$ cat src/rtl/intr_ctrl.sv
// Priority interrupt controller: edge-latched sources, mask, req/ack/EOI handshake.
// Define INTR_CTRL_RR_EN for round-robin selection instead of fixed priority.
module intr_ctrl #(
   parameter int N_SRC = 8
) (
   input  logic             clk,
   input  logic             reset,
   input  logic [N_SRC-1:0] irq,
   input  logic             int_ack,
   input  logic             cs,
   input  logic             wr,
   input  logic             rd,
   input  logic [1:0]       addr,
   input  logic [31:0]      din,
   output logic             intr,
   output logic             busy,
   output logic [31:0]      dout
);

   typedef enum logic [1:0] {IDLE, REQ, SERVICE} state_t;

   state_t           state, state_nxt;
   logic [N_SRC-1:0] pending, pending_nxt;
   logic [N_SRC-1:0] irq_prev;
   logic [N_SRC-1:0] mask;
   logic [N_SRC-1:0] eligible;
   logic [N_SRC-1:0] edges;
   logic [N_SRC-1:0] one_hot;
   logic [4:0]       active_id;
   logic             spurious;
   logic [4:0]       sel;
   logic             any_elig;
   logic             ack_take;
   logic             intr_nxt;
   logic             w_pend, w_mask, w_eoi;
   logic             unused_din;

   assign unused_din = ^din;

   assign edges    = irq & ~irq_prev;
   assign eligible = pending & mask;
   assign any_elig = |eligible;

   assign w_pend = cs && wr && (addr == 2'd0);
   assign w_mask = cs && wr && (addr == 2'd1);
   assign w_eoi  = cs && wr && (addr == 2'd3);

   assign busy = (state == SERVICE);

`ifdef INTR_CTRL_RR_EN
   logic [4:0] last_id;

   // Scan upward starting just past the last serviced id, wrapping.
   always_comb begin
      logic             found;
      int               idx;
      logic [N_SRC-1:0] rot;
      found = 1'b0;
      sel   = '0;
      idx   = 0;
      rot   = '0;
      for (int k = 0; k < N_SRC; k++) begin
         idx = (int'(last_id) + 1 + k) % N_SRC;
         rot = eligible >> idx;
         if (!found && rot[0]) begin
            found = 1'b1;
            sel   = 5'(idx);
         end
      end
   end

   always_ff @(posedge clk or negedge reset) begin
      if (!reset) begin
         last_id <= '0;
      end else if (ack_take && any_elig) begin
         last_id <= sel;
      end
   end
`else
   always_comb begin
      sel = '0;
      for (int k = N_SRC - 1; k >= 0; k--) begin
         if (eligible[k]) sel = 5'(k);
      end
   end
`endif

   always_comb begin
      state_nxt = state;
      ack_take  = 1'b0;
      unique case (state)
         IDLE:    if (any_elig) state_nxt = REQ;
         REQ: begin
            if (int_ack) begin
               state_nxt = SERVICE;
               ack_take  = 1'b1;
            end
         end
         SERVICE: if (w_eoi) state_nxt = IDLE;
         default: state_nxt = IDLE;
      endcase
      intr_nxt = (state_nxt == REQ);
   end

   // Clears first, then new edges so a simultaneous set wins.
   always_comb begin
      one_hot     = '0;
      one_hot[0]  = 1'b1;
      pending_nxt = pending;
      if (w_pend) pending_nxt = pending_nxt & ~din[N_SRC-1:0];
      if (ack_take && any_elig) pending_nxt = pending_nxt & ~(one_hot << sel);
      pending_nxt = pending_nxt | edges;
   end

   always_ff @(posedge clk or negedge reset) begin
      if (!reset) begin
         state     <= IDLE;
         intr      <= 1'b0;
         pending   <= '0;
         irq_prev  <= '0;
         mask      <= '1;
         active_id <= '0;
         spurious  <= 1'b0;
      end else begin
         state    <= state_nxt;
         intr     <= intr_nxt;
         pending  <= pending_nxt;
         irq_prev <= irq;
         if (w_mask) mask <= din[N_SRC-1:0];
         if (ack_take) begin
            active_id <= any_elig ? sel : 5'h1F;
            spurious  <= !any_elig;
         end
      end
   end

   always_comb begin
      dout = '0;
      if (reset && cs && rd) begin
         case (addr)
            2'd0:    dout = 32'(pending);
            2'd1:    dout = 32'(mask);
            2'd2:    dout = spurious ? 32'hFFFF_FFFF : 32'(active_id);
            default: dout = '0;
         endcase
      end
   end

endmodule

$ cat config.mk
export PLATFORM = sky130hd
export DESIGN_NAME = intr_ctrl
export DESIGN_NICKNAME = d
export VERILOG_FILES = /design/src/rtl/intr_ctrl.sv
export SDC_FILE = /design/constraint.sdc
export NUM_CORES = 1
export LEC_CHECK = 0
export ABC_AREA = 1
export BUFFER_PORTS_ARGS = -buffer_cell sky130_fd_sc_hd__buf_2
export CAP_MARGIN = 20
export CORE_AREA = 2 2 83 53
export CTS_CLUSTER_SIZE = 30
export DETAILED_ROUTE_END_ITERATION = 8
export DIE_AREA = 0 0 85 55
export GPL_ROUTABILITY_DRIVEN = 1
export PLACE_DENSITY = 0.84
export SYNTH_ARGS = -nofsm -noshare
export SYNTH_HDL_FRONTEND = slang
export SYNTH_SLANG_ARGS = --single-unit
$ cat constraint.sdc
create_clock -name clk -period 2.2 [get_ports clk]
set_input_delay 0.22 -clock clk [delete_from_list [all_inputs] [get_ports clk]]
set_output_delay 0.22 -clock clk [all_outputs]
set_load 0.01 [all_outputs]
==> flow_summary.yaml, run 1 <==
timing:
  final.setup.tns_ns: 0
  fin_ws_ns: 0.402
  setup_viol: 0
  rsz0062_at_grt: "no"
  relSlewSlack: 0.732
  maxSlewViolCount: 0
  tightest_slew_ns: 0.402
  hold_violations: 0
  fmax_mhz: 556
  min_period_ns: 1.80
  finalCritPeriodShare: 0.817
  skew_ns: 0.00268
global_route:
  grt_pass1_vias: 1242
  grt_max_degree: 32
  grt_use_total: 0.179
  overflow: 0
  grt_pass1_wl_mm: 5.89
  antenna_found_initial: 0
finish:
  drive_gt1_frac: 0.375
  final_common_cell: "nand2_1"
  final_cell_mix: "nand2_1 (58), buf_2 (57), inv_1 (31)"
  fillers: 384
  fin_nets: 298
  areaGrowthSynthToFinish_pct: 16.4
  diodes: 0
  final_util: 0.510
clock_network:
  cts_htree_levels: 2
  cts_setup_buffers: 0
  ctsResizeCount: 0
  clkLatencyLatePin_ns: 0.29
  cts-root-buf: "clkbuf_8"
  tritoncts: "done"
  clk_transition_reported_paths_ns: 0.06
  clockBufferDepth: 2
  cts.sinks: 31
  numCtsBuffers: 5
worst_setup_path:
  critPathSlowestCell: "dlygate4sd3_1"
  critPathLaunchType: "primary input"
  worstPathArrival_ns: 1.58
  cp_max_fo: 24
  regToRegSetupSlack_ns: 0.71
  critPathKind: "in2out"
  timing.critical_path.mode_cell: "buf_2"
  crit_required_ns: 1.98
  crit_chain: "dlygate4sd3_1 -> buf_2 -> nand3_1 -> nor2_1 -> buf_4 -> buf_2"
  end_kind: "output pin"
  slowest_delay_ns: 0.52
die:
  die-area_sq_um: 4680
  die_w_um: 85
  start_util: 0.438
  coreArea_sq_um: 3940
  io_pins: 82
  core.rowCount: 18
  die_y_um: 55
run_status:
  outcome: "complete, no violations"
route:
  routed-via-count: 1422
  drc_errors: 0
  vias_per_cell: 4.72
  ant_nets: 0
  drtIter0Drc: 60
  avgRoutedWirePerCell_um: 12.6
  wirelength_mm: 3.80
  first_pass_iters: 4
pwr:
  seq_power_share: 0.446
  swShare: 0.362
  p_per_area_nw_per_um2: 906
  p_leak_nw: 1.16
  power_switching_w: 0.000660
  p_int_w: 0.00116
  ir_drop_mv: 0.476
  pwr-share-comb: 0.316
  clock_power_share: 0.238
  total_power_w: 0.00182
job:
  maxCapViolCount: 0
placement:
  io_buffers: 57
  pre_cts_ws_ns: 0.740
  gp_congestion: 0.849
  dp_hpwl_mm: 2.87
synthesis:
  synth.distinct_cells: 21
  synthDominantCellAreaShare: 0.333
  synthCells: 206
  synth_area_leaders: "dfrtp_1 (33%), nand2_1 (13%), dfstp_2 (12%), buf_4 (10%), inv_1 (6.7%)"
  yosysTopAreaCell: "dfrtp_1"
  yosysSeqAreaShare: 0.455
  synth_nets: 254
  syn_avg_cell_area_sq_um: 8.39
  synth-seq-cells: 31
  yosysWarningCount: 0
  netlist_area_sq_um: 1730
hold_path:
  hp-class: "in2reg"
## Yosys cell counts
master and number:
a21oi_2 1, a22oi_1 2, dfstp_2 8, o211ai_1 6, a21boi_0 3, a221oi_1 3
o21ai_0 2, nand3_1 7, inv_2 1, nand2_1 58, buf_4 23, inv_1 31
nand3_4 1, nor2_1 7, nand2_2 2, nor2_4 2, dfrtp_1 23, nor2_2 4
a21oi_1 10, mux2_2 8, nand4_1 4
## timing repair
item	4_1_cts	5_1_grt
endpoints found under the setup margin	0	0
hold endpoints to repair	23	0
hold buffers	1	0
## sequential cells by signal, summed over array words and instances (netlist names)
register   flops
intr           1
mask           8
active_id      4
pending        8
irq_prev       8
state          2
## critical path, delay by kind of cell
family                 cells  cell delay (ns)
buffers and inverters      4             1.01
and+or+nand+nor            2             0.35
## power by group through the flow
stage / sequential [W] / clock (W) / combinational, W
3_3_place_gp: 0.000809 / 0 / 0.000552
2_1_floorplan: 0.000803 / 0 / 0.000426
6_report: 0.000812 / 0.000434 / 0.000576
4_1_cts: 0.000811 / 0.000452 / 0.000576
5_1_grt: 0.000828 / 0.000478 / 0.000657
3_5_place_dp: 0.000821 / 0 / 0.000572
## worst paths after layout
| kind | start | to | depth (start not counted) |
|---|---|---|---|
| max | reset | dout[15] | 6 |
| min | irq[6] | irq_prev[6] | 1 |
| max reg2reg | mask[6] | pending[0] | 11 |
| min reg2reg | irq_prev[2] | pending[2] | 3 |
| max in group asynchronous | reset | mask[4] | 3 |
| min in group asynchronous | reset | state[0] | 3 |
## layer usage
metal | wire length, um | part of all wire | track usage | up-vias
met5 | 0 | 0 | 0 | -
met4 | 76 | 0.020 | 0.0952 | 0
met3 | 326 | 0.086 | 0.0638 | 7
met2 | 1550 | 0.41 | 0.270 | 66
met1 | 1850 | 0.49 | 0.229 | 626
li1 | - | - | - | 723
## stage by stage
step                      std cells  hold WS (ns)  instance area (sq um)
final                           301        0.0453                   2010
after global routing            301        0.0355                   2010
after CTS                       301        0.0376                   2010
after detailed placement        292         0.286                   1920
after global placement          292         0.276                   1920
after floorplan                 206       -0.0756                   1730
## layout make-up
class                           instances  area, sq um  share of cell area
Clock buffer                            5         68.8              0.0342
Clock inverter                          3         15.0             0.00746
Inverter                               32          120              0.0597
Multi-Input combinational cell        120          649               0.323
Sequential cell                        31          786               0.391
Tap cell                               50         62.6              0.0311
Timing Repair Buffer                   60          310               0.154
## cell families (layout without fill, tap and decap cells)
kind of cell,count (synthesis),after routing,synth area share
AO/OA/AOI/OAI,27,27,0.103
buffers and inverters,55,100,0.169
flip-flops,31,31,0.455
multiplexers,8,8,0.0521
AND/OR/NAND/NOR,85,85,0.221
No activity file was read; power rests on OpenSTA's default activity.
==> inputs of run 2 (changes only) <==
==> constraint.sdc (replaced) <==
create_clock -name clk -period 1.79 [get_ports clk]
set_input_delay 0.179 -clock clk [delete_from_list [all_inputs] [get_ports clk]]
set_output_delay 0.179 -clock clk [all_outputs]
set_load 0.01 [all_outputs]
==> run 2 against run 1 <==
Setup slack worse by 0.15 ns. Global-route usage rose by 0.42 points. Die area did not move.
==> flow_summary.yaml, run 2 (synthesis results as in run 1) <==
global_route:
  grt_max_degree: 32
  grt_pass1_wl_mm: 6.18
  antenna_found_initial: 0
  grt_pass1_vias: 1324
  overflow: 0
  grt_use_total: 0.183
clock_network:
  clockBufferDepth: 2
  cts-root-buf: "clkbuf_8"
  numCtsBuffers: 5
  clkLatencyLatePin_ns: 0.29
  cts_htree_levels: 2
  cts.sinks: 31
  tritoncts: "done"
  cts_setup_buffers: 0
  clk_transition_reported_paths_ns: 0.06
die:
  io_pins: 82
  die-area_sq_um: 4680
  start_util: 0.438
  coreArea_sq_um: 3940
  core.rowCount: 18
  die_w_um: 85
  die_y_um: 55
timing:
  finalCritPeriodShare: 0.860
  tightest_slew_ns: 0.397
  maxSlewViolCount: 0
  fmax_mhz: 650
  skew_ns: 0.00491
  whs_ns: 0.0174
  fin_ws_ns: 0.250
  final.setup.tns_ns: 0
  hold_violations: 0
  rsz0062_at_grt: "no"
  setup_viol: 0
  min_period_ns: 1.54
  relSlewSlack: 0.735
pwr:
  pwr-share-comb: 0.284
  power_switching_w: 0.000810
  seq_power_share: 0.393
  p_per_area_nw_per_um2: 1190
  ir_drop_mv: 0.572
  swShare: 0.319
  clock_power_share: 0.323
  p_int_w: 0.00173
  p_leak_nw: 1.21
worst_setup_path:
  crit_chain: "nand3_2 -> nor2_4 -> buf_4 -> buf_2"
  critPathLaunchType: "flip-flop"
  worstPathArrival_ns: 1.36
  slowest_delay_ns: 0.36
  end_kind: "output pin"
  path_buf_inv: 2
  cp_top_family: "flip-flops"
  critPathKind: "reg2out"
  critPathSlowestCell: "dfrtp_1"
  crit_required_ns: 1.61
  cp_max_fo: 19
route:
  wirelength_mm: 3.94
  ant_nets: 0
  avgRoutedWirePerCell_um: 12.8
  drtIter0Drc: 81
  routed-via-count: 1458
  drc_errors: 0
  first_pass_iters: 4
  vias_per_cell: 4.73
hold_path:
  hp-class: "in2reg"
finish:
  final_cell_mix: "nand2_1 (58), buf_2 (57), inv_1 (31)"
  fillers: 369
  fin_nets: 305
  diodes: 0
  top_regs: "irq_prev (8), mask (8), pending (8)"
  drive_gt1_frac: 0.368
  areaGrowthSynthToFinish_pct: 24.0
  final_common_cell: "nand2_1"
placement:
  io_buffers: 57
  pre_cts_ws_ns: 0.302
  dp_hpwl_mm: 3.03
  gp_congestion: 0.877
job:
  maxCapViolCount: 0
run_status:
  outcome: "complete, no violations"
==> run 2: timing repair <==
item | CTS | global route
hold buffers | 3 | 5
gates resized for setup | 0 | 2
setup endpoints to repair | 0 | 19
hold endpoints to repair | 25 | 5
==> run 2: power groups by stage <==
stage | clock network [W] | logic (W) | registers, W
6_report | 0.000820 | 0.000721 | 0.000999
5_1_grt | 0.000870 | 0.000818 | 0.00102
4_1_cts | 0.000844 | 0.000712 | 0.000997
3_5_place_dp | 0 | 0.000705 | 0.00101
3_3_place_gp | 0 | 0.000681 | 0.000994
2_1_floorplan | 0 | 0.000524 | 0.000987
==> run 2: final cells by class <==
cell class | count | area [sq um] | area share
repair buffers | 67 | 380 | 0.177
well taps | 50 | 62.6 | 0.0292
flip-flops and latches | 31 | 786 | 0.367
multi-input cells | 120 | 662 | 0.309
clock inverters | 2 | 60.1 | 0.0280
clock buffers | 6 | 72.6 | 0.0339
inverters | 32 | 120 | 0.0560
==> run 2: routing by layer <==
| metal | wire length [um] | global-route usage | vias to the layer above |
|---|---|---|---|
| met3 | 326 | 0.0638 | 2 |
| met2 | 1690 | 0.268 | 63 |
| met5 | 0 | 0 | - |
| met4 | 32 | 0.0582 | 0 |
| met1 | 1900 | 0.254 | 657 |
| li1 | - | - | 736 |
==> run 2: per-stage QoR <==
step           instances  total power [W]  cell area (sq um)   util
3_3_place_gp         292          0.00167               1920  0.487
3_5_place_dp         292          0.00171               1920  0.487
5_1_grt              308          0.00270               2140  0.544
6_report             308          0.00254               2140  0.544
4_1_cts              303          0.00255               2080  0.529
2_1_floorplan        206          0.00151               1730      -
==> run 2: worst paths after layout <==
path | end | startpoint | cells after the start | slack, ns
max in group asynchronous | mask[6] | reset | 3 | 0.95
worst max-delay path | dout[12] | active_id[3] | 4 | 0.25
worst max register to register | pending[6] | mask[6] | 11 | 0.29
worst min-delay path | irq_prev[2] | irq[2] | 1 | 0.02
worst min register to register | pending[2] | irq_prev[2] | 3 | 0.48
min in group asynchronous | irq_prev[3] | reset | 3 | 0.51
==> inputs of run 3 (changes only) <==
--- a/config.mk
+++ b/config.mk
@@ -14,6 +14,7 @@
 export DIE_AREA = 0 0 85 55
 export GPL_ROUTABILITY_DRIVEN = 1
 export PLACE_DENSITY = 0.84
+export RECOVER_POWER = 25
 export SYNTH_ARGS = -nofsm -noshare
 export SYNTH_HDL_FRONTEND = slang
 export SYNTH_SLANG_ARGS = --single-unit
==> run 3 against run 2 <==
Flip-flop and latch count stayed put. Clock power hardly changed. Setup slack worse by 0.0024 ns. Die area stayed put. Combinational power hardly changed. Via count is 0.41% higher. Maximum frequency is 0.16% lower. Count of clock-buffer cells in the layout stayed put. Cell area is 0.53% lower. Non-clock buffer count stayed put. Critical endpoint unchanged.
==> flow_summary.yaml, run 3 (synthesis results as in run 1) <==
pwr:
  p_leak_nw: 1.19
  p_per_area_nw_per_um2: 1190
  ir_drop_mv: 0.572
route:
  wirelength_mm: 3.93
  vias_per_cell: 4.75
  drtIter0Drc: 81
  routed-via-count: 1464
  drc_errors: 0
  ant_nets: 0
  first_pass_iters: 4
  avgRoutedWirePerCell_um: 12.7
finish:
  fin_nets: 305
  diodes: 0
  areaGrowthSynthToFinish_pct: 23.4
  final_cell_mix: "nand2_1 (58), buf_2 (50), inv_1 (31)"
  drive_gt1_frac: 0.341
  fillers: 377
  multi_input_area_sq_um: 662
  register_area_sq_um: 786
  final_common_cell: "nand2_1"
  final_util: 0.541
  top_regs: "irq_prev (8), mask (8), pending (8)"
global_route:
  grt_pass1_wl_mm: 6.18
  grt_pass1_vias: 1324
  antenna_found_initial: 0
  grt_use_total: 0.183
  grt_max_degree: 32
  overflow: 0
worst_setup_path:
  end_kind: "output pin"
  r2r-start: "mask[6]"
  cp_top_family: "simple AND/OR/NAND/NOR gates"
  slowest_delay_ns: 0.36
  worstPathArrival_ns: 1.36
  critPathLaunchType: "flip-flop"
  regToRegSetupSlack_ns: 0.30
  ff2ff_path_depth: 11
  crit_required_ns: 1.61
  r2r_end: "pending[6]"
  critPathKind: "reg2out"
  crit_chain: "nand3_2 -> nor2_4 -> buf_4 -> buf_2"
  path_buf_inv: 2
  critPathSlowestCell: "dfrtp_1"
  cp_max_fo: 19
timing:
  rsz0062_at_grt: "no"
  skew_ns: 0.00438
  maxSlewViolCount: 0
  finalCritPeriodShare: 0.861
  relSlewSlack: 0.482
  final.setup.tns_ns: 0
  tightest_slew_ns: 0.776
  setup_viol: 0
  min_period_ns: 1.54
  fmax_mhz: 649
  hold_violations: 0
clock_network:
  cts.sinks: 31
  clk_transition_reported_paths_ns: 0.06
  clkLatencyLatePin_ns: 0.29
  cts_setup_buffers: 0
  clockBufferDepth: 2
  cts-root-buf: "clkbuf_8"
  numCtsBuffers: 5
  cts_htree_levels: 2
  tritoncts: "done"
hold_path:
  min_to: "irq_prev[2]"
  min_path_cells: 1
  hp-class: "in2reg"
  hp-start: "irq[2]"
die:
  die_y_um: 55
  start_util: 0.438
  die_w_um: 85
  die-area_sq_um: 4680
  io_pins: 82
  core.rowCount: 18
  coreArea_sq_um: 3940
job:
  maxCapViolCount: 0
placement:
  gp_congestion: 0.877
  dp_hpwl_mm: 3.03
  io_buffers: 57
run_status:
  outcome: "complete, no violations"
==> run 3: routing by layer <==
| metal | vias up | track usage | wire [um] |
|---|---|---|---|
| li1 | 736 | - | - |
| met1 | 663 | 0.254 | 1870 |
| met2 | 63 | 0.268 | 1680 |
| met3 | 2 | 0.0638 | 342 |
| met4 | 0 | 0.0582 | 32 |
| met5 | - | 0 | 0 |
==> run 3: cell type report <==
cell class	instances	area share
flip-flops and latches	31	0.369
multi-input cells	120	0.310
repair buffers	67	0.173
inverters	32	0.0563
clock buffers	6	0.0340
well taps	50	0.0293
clock inverters	2	0.0282
==> run 3: worst max path at each step <==
stage                       startpoint         end  slack [ns]  cells after the start
after floorplan           active_id[3]    dout[10]        0.29                      3
final                     active_id[3]    dout[12]        0.25                      4
after global routing      active_id[3]    dout[25]        0.11                      4
after CTS                 active_id[3]    dout[24]        0.09                      4
after detailed placement       mask[6]  pending[4]        0.30                     11
after global placement         mask[6]  pending[4]        0.34                     11
==> run 3: timing repair <==
item,in CTS,in global routing
setup endpoints to repair,0,19
gates resized for setup,0,2
endpoints found under the hold margin,25,5
hold buffers,3,5
==> run 3: metrics by stage <==
step	cell area, sq um	power, W	hold slack, ns	cells	setup WS (ns)
after floorplan	1730	0.00151	-0.117	206	0.293
final	2130	0.00254	0.0250	308	0.248
after global routing	2130	0.00270	0.00787	308	0.115
after detailed placement	1920	0.00171	0.287	292	0.302
after global placement	1920	0.00167	0.273	292	0.340
after CTS	2080	0.00255	0.00169	303	0.0857
==> run 3: power by group <==
| group | switching, W | internal (W) | total [W] |
|---|---|---|---|
| sequential | 0.0000997 | 0.000899 | 0.000999 |
| combinational | 0.000446 | 0.000272 | 0.000718 |
| clock | 0.000262 | 0.000556 | 0.000818 |
| total | 0.000808 | 0.00173 | 0.00254 |
